### src/rtl/obi_buffered_cut_pkg.sv
// Shared OBI configuration and default channel/bundle types for the buffered cut.
// Callers with their own channel structs pass them in through the type parameters.
package obi_buffered_cut_pkg;

  localparam int unsigned ObiAddrWidth = 32;
  localparam int unsigned ObiDataWidth = 32;
  localparam int unsigned ObiBeWidth   = ObiDataWidth / 8;

  // Bus configuration; UseRReady says whether the subordinate port carries rready.
  typedef struct packed {
    logic       UseRReady;
    logic [7:0] AddrWidth;
    logic [7:0] DataWidth;
  } obi_cfg_t;

  localparam obi_cfg_t ObiDefaultConfig = '{
    UseRReady: 1'b0,
    AddrWidth: 8'(ObiAddrWidth),
    DataWidth: 8'(ObiDataWidth)
  };

  // Default A channel payload.
  typedef struct packed {
    logic [ObiAddrWidth-1:0] addr;
    logic                    we;
    logic [ObiBeWidth-1:0]   be;
    logic [ObiDataWidth-1:0] wdata;
  } obi_def_a_chan_t;

  // Default R channel payload.
  typedef struct packed {
    logic [ObiDataWidth-1:0] rdata;
    logic                    err;
  } obi_def_r_chan_t;

  // Request bundle; rready is present but only honoured when UseRReady is set.
  typedef struct packed {
    obi_def_a_chan_t a;
    logic            req;
    logic            rready;
  } obi_def_req_t;

  // Response bundle.
  typedef struct packed {
    obi_def_r_chan_t r;
    logic            gnt;
    logic            rvalid;
  } obi_def_rsp_t;

endpackage

### src/rtl/obi_buffered_cut_fifo.sv
// Registered-output FIFO (no fall-through) used for both the A and R channels.
// A push into a full FIFO and a pop from an empty FIFO are silently ignored.
module obi_buffered_cut_fifo #(
  parameter int unsigned Depth      = 2,
  parameter type         dtype_t    = logic,
  parameter int unsigned UsageWidth = $clog2(Depth + 1)
) (
  input  logic                  clk_i,
  input  logic                  rst_ni,
  input  logic                  i_push,
  input  dtype_t                i_data,
  output logic                  o_full,
  input  logic                  i_pop,
  output dtype_t                o_data,
  output logic                  o_empty,
  output logic [UsageWidth-1:0] o_usage
);

  localparam int unsigned           PtrWidth  = (Depth > 1) ? $clog2(Depth) : 1;
  localparam logic [PtrWidth-1:0]   LastPtr   = PtrWidth'(Depth - 1);
  localparam logic [PtrWidth-1:0]   PtrOne    = PtrWidth'(1);
  localparam logic [UsageWidth-1:0] FullCount = UsageWidth'(Depth);
  localparam logic [UsageWidth-1:0] CountOne  = UsageWidth'(1);

  dtype_t                r_mem [Depth];
  logic [PtrWidth-1:0]   r_wrPtr;
  logic [PtrWidth-1:0]   r_rdPtr;
  logic [UsageWidth-1:0] r_count;
  logic                  w_doPush;
  logic                  w_doPop;

  // Pointers wrap at Depth so non-power-of-two depths work.
  function automatic logic [PtrWidth-1:0] nextPtr(input logic [PtrWidth-1:0] ptr);
    return (ptr == LastPtr) ? '0 : ptr + PtrOne;
  endfunction

  assign o_full   = (r_count == FullCount);
  assign o_empty  = (r_count == '0);
  assign w_doPush = i_push & ~o_full;
  assign w_doPop  = i_pop & ~o_empty;
  assign o_data   = r_mem[r_rdPtr];
  assign o_usage  = r_count;

  // Pointer and occupancy bookkeeping; reset empties the FIFO.
  always_ff @(posedge clk_i or negedge rst_ni) begin
    if (!rst_ni) begin
      r_wrPtr <= '0;
      r_rdPtr <= '0;
      r_count <= '0;
    end else begin
      if (w_doPush) r_wrPtr <= nextPtr(r_wrPtr);
      if (w_doPop)  r_rdPtr <= nextPtr(r_rdPtr);
      if (w_doPush && !w_doPop) begin
        r_count <= r_count + CountOne;
      end else if (w_doPop && !w_doPush) begin
        r_count <= r_count - CountOne;
      end
    end
  end

  // Storage needs no reset: the consumer only looks at it while non-empty.
  always_ff @(posedge clk_i) begin
    if (w_doPush) r_mem[r_wrPtr] <= i_data;
  end

endmodule

### src/rtl/obi_credit_counter.sv
// Saturating up/down counter tracking transactions in flight through the cut.
// o_avail says another transaction may be issued without overrunning the limit.
module obi_credit_counter #(
  parameter int unsigned MaxCount = 2,
  parameter int unsigned CntWidth = $clog2(MaxCount + 1)
) (
  input  logic                clk_i,
  input  logic                rst_ni,
  input  logic                i_inc,
  input  logic                i_dec,
  output logic [CntWidth-1:0] o_count,
  output logic                o_avail
);

  localparam logic [CntWidth-1:0] MaxVal = CntWidth'(MaxCount);
  localparam logic [CntWidth-1:0] CntOne = CntWidth'(1);

  logic [CntWidth-1:0] r_count;
  logic                w_doInc;
  logic                w_doDec;

  assign o_avail = (r_count < MaxVal);
  assign o_count = r_count;
  assign w_doInc = i_inc & o_avail;
  assign w_doDec = i_dec & (r_count != '0);

  // Issue and retire in the same cycle leave the count unchanged.
  always_ff @(posedge clk_i or negedge rst_ni) begin
    if (!rst_ni) begin
      r_count <= '0;
    end else if (w_doInc && !w_doDec) begin
      r_count <= r_count + CntOne;
    end else if (w_doDec && !w_doInc) begin
      r_count <= r_count - CntOne;
    end
  end

  // Retiring with nothing in flight means the response path lost track.
  assert property (@(posedge clk_i) disable iff (!rst_ni) !(i_dec && (r_count == '0)));

  // Issuing without credit means the caller ignored o_avail.
  assert property (@(posedge clk_i) disable iff (!rst_ni) !(i_inc && !o_avail));

endmodule

### src/rtl/obi_buffered_cut.sv
// Buffered OBI cut: request FIFO on A, response FIFO on R, and a credit counter
// that caps in-flight transactions at RspDepth so responses always have a slot.
module obi_buffered_cut
  import obi_buffered_cut_pkg::*;
#(
  parameter obi_cfg_t    ObiCfg       = ObiDefaultConfig,
  parameter type         obi_a_chan_t = obi_def_a_chan_t,
  parameter type         obi_r_chan_t = obi_def_r_chan_t,
  parameter type         obi_req_t    = obi_def_req_t,
  parameter type         obi_rsp_t    = obi_def_rsp_t,
  parameter int unsigned ReqDepth     = 2,
  parameter int unsigned RspDepth     = 2,
  parameter bit          MgrUseRReady = 1'b0,
  parameter int unsigned CntWidth     = $clog2(RspDepth + 1)
) (
  input  logic                           clk_i,
  input  logic                           rst_ni,
  input  obi_req_t                       sbr_port_req_i,
  output obi_rsp_t                       sbr_port_rsp_o,
  output obi_req_t                       mgr_port_req_o,
  input  obi_rsp_t                       mgr_port_rsp_i,
  output logic [CntWidth-1:0]            outstanding_o,
  output logic [$clog2(ReqDepth+1)-1:0]  req_fill_o
);

  localparam int unsigned ReqFillWidth = $clog2(ReqDepth + 1);

  logic                    w_reqFull;
  logic                    w_reqEmpty;
  logic                    w_reqPush;
  logic                    w_reqPop;
  obi_a_chan_t             w_reqHead;
  logic [ReqFillWidth-1:0] w_reqUsage;

  logic                    w_rspFull;
  logic                    w_rspEmpty;
  logic                    w_rspPush;
  logic                    w_rspPop;
  obi_r_chan_t             w_rspHead;
  logic [CntWidth-1:0]     w_rspUsage;

  logic                    w_creditAvail;
  logic [CntWidth-1:0]     w_outstanding;
  logic                    w_mgrReq;
  logic                    w_mgrRReady;
  logic                    w_rreadyEff;

  // Request side: accept while there is room, issue the head only with credit.
  assign w_reqPush = sbr_port_req_i.req & ~w_reqFull;
  assign w_mgrReq  = ~w_reqEmpty & w_creditAvail;
  assign w_reqPop  = w_mgrReq & mgr_port_rsp_i.gnt;

  // Response side: a downstream without rready is always accepted, credit
  // having already reserved the slot.
  assign w_mgrRReady = MgrUseRReady ? ~w_rspFull : 1'b1;
  assign w_rspPush   = mgr_port_rsp_i.rvalid & w_mgrRReady;
  assign w_rreadyEff = ObiCfg.UseRReady ? sbr_port_req_i.rready : 1'b1;
  assign w_rspPop    = ~w_rspEmpty & w_rreadyEff;

  obi_buffered_cut_fifo #(
    .Depth   (ReqDepth),
    .dtype_t (obi_a_chan_t)
  ) u_reqFifo (
    .clk_i   (clk_i),
    .rst_ni  (rst_ni),
    .i_push  (w_reqPush),
    .i_data  (sbr_port_req_i.a),
    .o_full  (w_reqFull),
    .i_pop   (w_reqPop),
    .o_data  (w_reqHead),
    .o_empty (w_reqEmpty),
    .o_usage (w_reqUsage)
  );

  obi_buffered_cut_fifo #(
    .Depth   (RspDepth),
    .dtype_t (obi_r_chan_t)
  ) u_rspFifo (
    .clk_i   (clk_i),
    .rst_ni  (rst_ni),
    .i_push  (w_rspPush),
    .i_data  (mgr_port_rsp_i.r),
    .o_full  (w_rspFull),
    .i_pop   (w_rspPop),
    .o_data  (w_rspHead),
    .o_empty (w_rspEmpty),
    .o_usage (w_rspUsage)
  );

  obi_credit_counter #(
    .MaxCount (RspDepth),
    .CntWidth (CntWidth)
  ) u_credit (
    .clk_i   (clk_i),
    .rst_ni  (rst_ni),
    .i_inc   (w_reqPop),
    .i_dec   (w_rspPop),
    .o_count (w_outstanding),
    .o_avail (w_creditAvail)
  );

  // Upstream response; payload forced to zero while nothing is buffered.
  always_comb begin
    sbr_port_rsp_o        = '0;
    sbr_port_rsp_o.gnt    = ~w_reqFull;
    sbr_port_rsp_o.rvalid = ~w_rspEmpty;
    sbr_port_rsp_o.r      = w_rspEmpty ? '0 : w_rspHead;
  end

  // Downstream request; the head stays put until granted, so a and req are stable.
  always_comb begin
    mgr_port_req_o        = '0;
    mgr_port_req_o.req    = w_mgrReq;
    mgr_port_req_o.a      = w_reqEmpty ? '0 : w_reqHead;
    mgr_port_req_o.rready = w_mgrRReady;
  end

  assign outstanding_o = w_outstanding;
  assign req_fill_o    = w_reqUsage;

  // Buffered responses can never exceed what has been issued and not delivered.
  assert property (@(posedge clk_i) disable iff (!rst_ni) w_rspUsage <= w_outstanding);

  // A downstream that cannot be stalled must never find the buffer full.
  if (!MgrUseRReady) begin : gNoStallCheck
    assert property (@(posedge clk_i) disable iff (!rst_ni)
                     !(mgr_port_rsp_i.rvalid && w_rspFull));
  end

endmodule

### config.mk
export PLATFORM = sky130hd
export DESIGN_NAME = obi_buffered_cut
export DESIGN_NICKNAME = d
export VERILOG_FILES = /design/src/rtl/obi_buffered_cut_pkg.sv /design/src/rtl/obi_buffered_cut_fifo.sv /design/src/rtl/obi_credit_counter.sv /design/src/rtl/obi_buffered_cut.sv
export SDC_FILE = /design/constraint.sdc
export NUM_CORES = 1
export LEC_CHECK = 0
export ABC_CLOCK_PERIOD_IN_PS = 4700
export CELL_PAD_IN_SITES_DETAIL_PLACEMENT = 0
export CELL_PAD_IN_SITES_GLOBAL_PLACEMENT = 1
export CORE_UTILIZATION = 40
export DETAILED_ROUTE_END_ITERATION = 8
export PLACE_DENSITY = 0.86
export SETUP_SLACK_MARGIN = 0.3
export SYNTH_ARGS = -nofsm -noshare
export SYNTH_HDL_FRONTEND = slang
export SYNTH_SLANG_ARGS = --single-unit
### constraint.sdc
create_clock -name clk_i -period 4.7 [get_ports clk_i]
set_input_delay 0.94 -clock clk_i [delete_from_list [all_inputs] [get_ports clk_i]]
set_output_delay 0.94 -clock clk_i [all_outputs]
set_load 0.01 [all_outputs]
==> results.toml <==
[synth]
syn-num-nets = 592
synth_warnings = 0
synth_cell_types = 19
synth_top_area_share_pct = 74.9
yosysSeqAreaShare_pct = 77.9
ys_ff_latch = 214
syn-cell-area_mm2 = 0.00818
avgSynthCellArea_um2 = 17.0
synth_area_leaders = "edfxtp_1, mux2i_1, nor2_1"
synthCells = 481
yosys.area.top_type = "edfxtp_1"

[floorplanning]
die_h_um = 145
start_util_pct = 41.4
fp.dieArea_mm2 = 0.0210
core.rowCount = 51
fp.dieW_um = 145
core-area_mm2 = 0.0198
io_pins = 218

[global_route]
grt_pass1_wl_mm = 25.6
global_route.usage.total_pct = 15.3
grt_pass1_vias = 4764
grt_max_degree = 70
grt_overflow_total = 0
grt_antenna_before_repair = 0

[sta]
worst_pin_slew_ns = 0.979
fmax_ghz = 0.290
setup_ws_ns = 1.25
finalMaxSlewViolations = 0
tns_ns = 0
hold_viol_final = 0
period_minus_slack_ns = 3.45
relSlewSlack_pct = 34.6
fin_crit_sh_pct = 73.5
fin_skew_ns = 0.0133
rsz0062_at_grt = "no"
finalSetupViolCount = 0

[clock_tree]
cts_buffer_depth = 3
cts-root-buf = "clkbuf_16"
clkTransAtPathRegs_ns = 0.06
cts_tree = "yes"
cts_resized = 0
postCtsSetupBuffers = 0
cts_buffers = 23
htreeDepth = 1
cts.sinks = 214
clock_latency_ns = 0.50
cts_hold_buffers = 0

[power_and_ir_drop]
p_clk_share_pct = 23.1
switching_power_uw = 2340
power_leakage_uw = 0.00419
netSwitchingFraction_pct = 30.9
ir_drop_v = 0.000377
pwr-share-comb_pct = 38.2
p_int_uw = 5220
pwr-share-seq_pct = 38.7
pwr_density_cell_mw_per_mm2 = 666

[finish]
num-fill-cells = 1518
layout-drive-gt1-share_pct = 6.30
fin_area_mm2 = 0.0113
area_growth_pct = 38.7
antennaDiodeCount = 0
nets = 811

[place]
io_buffers = 215
place.gp.congestion = 0.822
place_area_mm2 = 0.0106
hpwl_mm = 10.9
preCtsSetupSlack_ns = 1.71

[worst_setup_path]
cp-start-kind = "register"
crit_arrival_ns = 2.51
critPathKind = "reg -> out"
critPathMaxFanout = 22
worstSetupEndpointType = "primary output"
worstPathRequired_ns = 3.76

[run_status]
status = "completed"

[detailed_routing]
via_per_inst = 4.69
drc = 0
wl_mm = 16.5
drtAntennaViolNets = 0
vias = 4594
drt_iter0_markers = 153
drt_first_pass_iters = 4
detail_route.wl_per_cell_um = 16.9

[hold_path]
hp-class = "reg -> reg"

[flow_run]
cap_violations = 0
cell type report:
class	count	area, µm²	share of cell area, %
clock inverter	13	140	1.24
inverter	6	22.5	0.199
clock buffer	26	587	5.17
sequential	214	6380	56.2
tap	265	332	2.92
multi-input combinational	236	1680	14.8
timing repair buffer	219	2210	19.5
registers in the layout (all words and copies together) (netlist names):
register	count
u_rspFifo.o_usage	2
u_credit.o_count	2
u_reqFifo.r_rdPtr	1
u_reqFifo.o_usage	2
u_rspFifo.r_wrPtr	1
u_reqFifo.r_mem	138
u_rspFifo.r_rdPtr	1
u_rspFifo.r_mem	66
u_reqFifo.r_wrPtr	1
synthesized netlist by cell type (all sizes together):
library cell / instances
inv: 5
xnor2: 8
nand2: 1
dfrtp: 10
clkinv: 1
conb: 1
nor2: 110
or2: 1
and3: 1
or3b: 1
edfxtp: 204
xor2: 5
o21ai: 2
buf: 25
nand2b: 1
ha: 3
mux2i: 102
final timing paths:
kind	to	from	slack, ns	cells after the start
min reg2reg	u_rspFifo.o_usage[0]$_DFFE_PN0P_	u_rspFifo.o_usage[0]$_DFFE_PN0P_	0.53	1
min in group asynchronous	u_rspFifo.o_usage[0]$_DFFE_PN0P_	rst_ni	0.80	1
max	sbr_port_rsp_o[13]	u_rspFifo.o_usage[0]$_DFFE_PN0P_	1.25	5
max reg2reg	u_credit.o_count[1]$_DFFE_PN0P_	u_reqFifo.o_usage[0]$_DFFE_PN0P_	2.35	8
max in group asynchronous	u_reqFifo.r_rdPtr$_DFFE_PN0P_	rst_ni	3.46	1
min	u_rspFifo.o_usage[0]$_DFFE_PN0P_	u_rspFifo.o_usage[0]$_DFFE_PN0P_	0.53	1
layout by cell type, fill, tap and decap left out, drive strengths merged:
master	instances
clkdlybuf4s50	215
xnor2	8
nand2	1
mux2i	102
buf	4
nand2b	1
clkinv	9
ha	3
o21ai	2
or2	1
clkbuf	26
edfxtp	204
clkinvlp	1
and3	1
inv	6
nor2	110
xor2	5
dfrtp	10
conb	1
or3b	1
bufinv	3
metal layers:
layer,global-route usage [%],wire [µm]
met5,0,0
met4,3.30,199
met3,3.96,1190
met2,27.3,8330
met1,18.6,6780
worst max-delay path, cell delays in order, from the launching register on:
cell and delay (ns):
dfrtp_1 0.41, or2_2 0.18, clkinv_1 0.34, buf_4 0.36
nor2_1 0.16, clkdlybuf4s50_1 0.57
kinds of logic (layout without fill, tap and decap cells):
family / count (synthesis) / after routing / synth area share (%)
simple gates: 115 / 115 / 5.46
mux: 102 / 102 / 12.5
xor+xnor: 13 / 13 / 1.48
buf+inv: 31 / 264 / 2.02
compound gates: 2 / 2 / 0.122
fa+ha+maj: 3 / 3 / 0.459
flops: 214 / 214 / 77.9
other cells: 1 / 1 / 0.0458
per-stage QoR:
stage | hold slack (ns) | instances | total power [µW] | util [%]
after CTS | 0.536 | 979 | 7660 | 57.3
after global placement | 0.508 | 940 | 5820 | 53.7
after floorplan | 0.468 | 481 | 4360 | -
final | 0.532 | 979 | 7550 | 57.3
after detailed placement | 0.524 | 940 | 5890 | 53.7
after global routing | 0.561 | 979 | 7930 | 57.3
power by group through the flow:
stage	clock network, µW	registers [µW]	logic (µW)
4_1_cts	1790	2930	2940
5_1_grt	1860	2970	3100
3_3_place_gp	0	2940	2880
2_1_floorplan	0	2780	1580
6_report	1740	2920	2890
3_5_place_dp	0	2970	2920
Power figures use the tool's default switching activity.
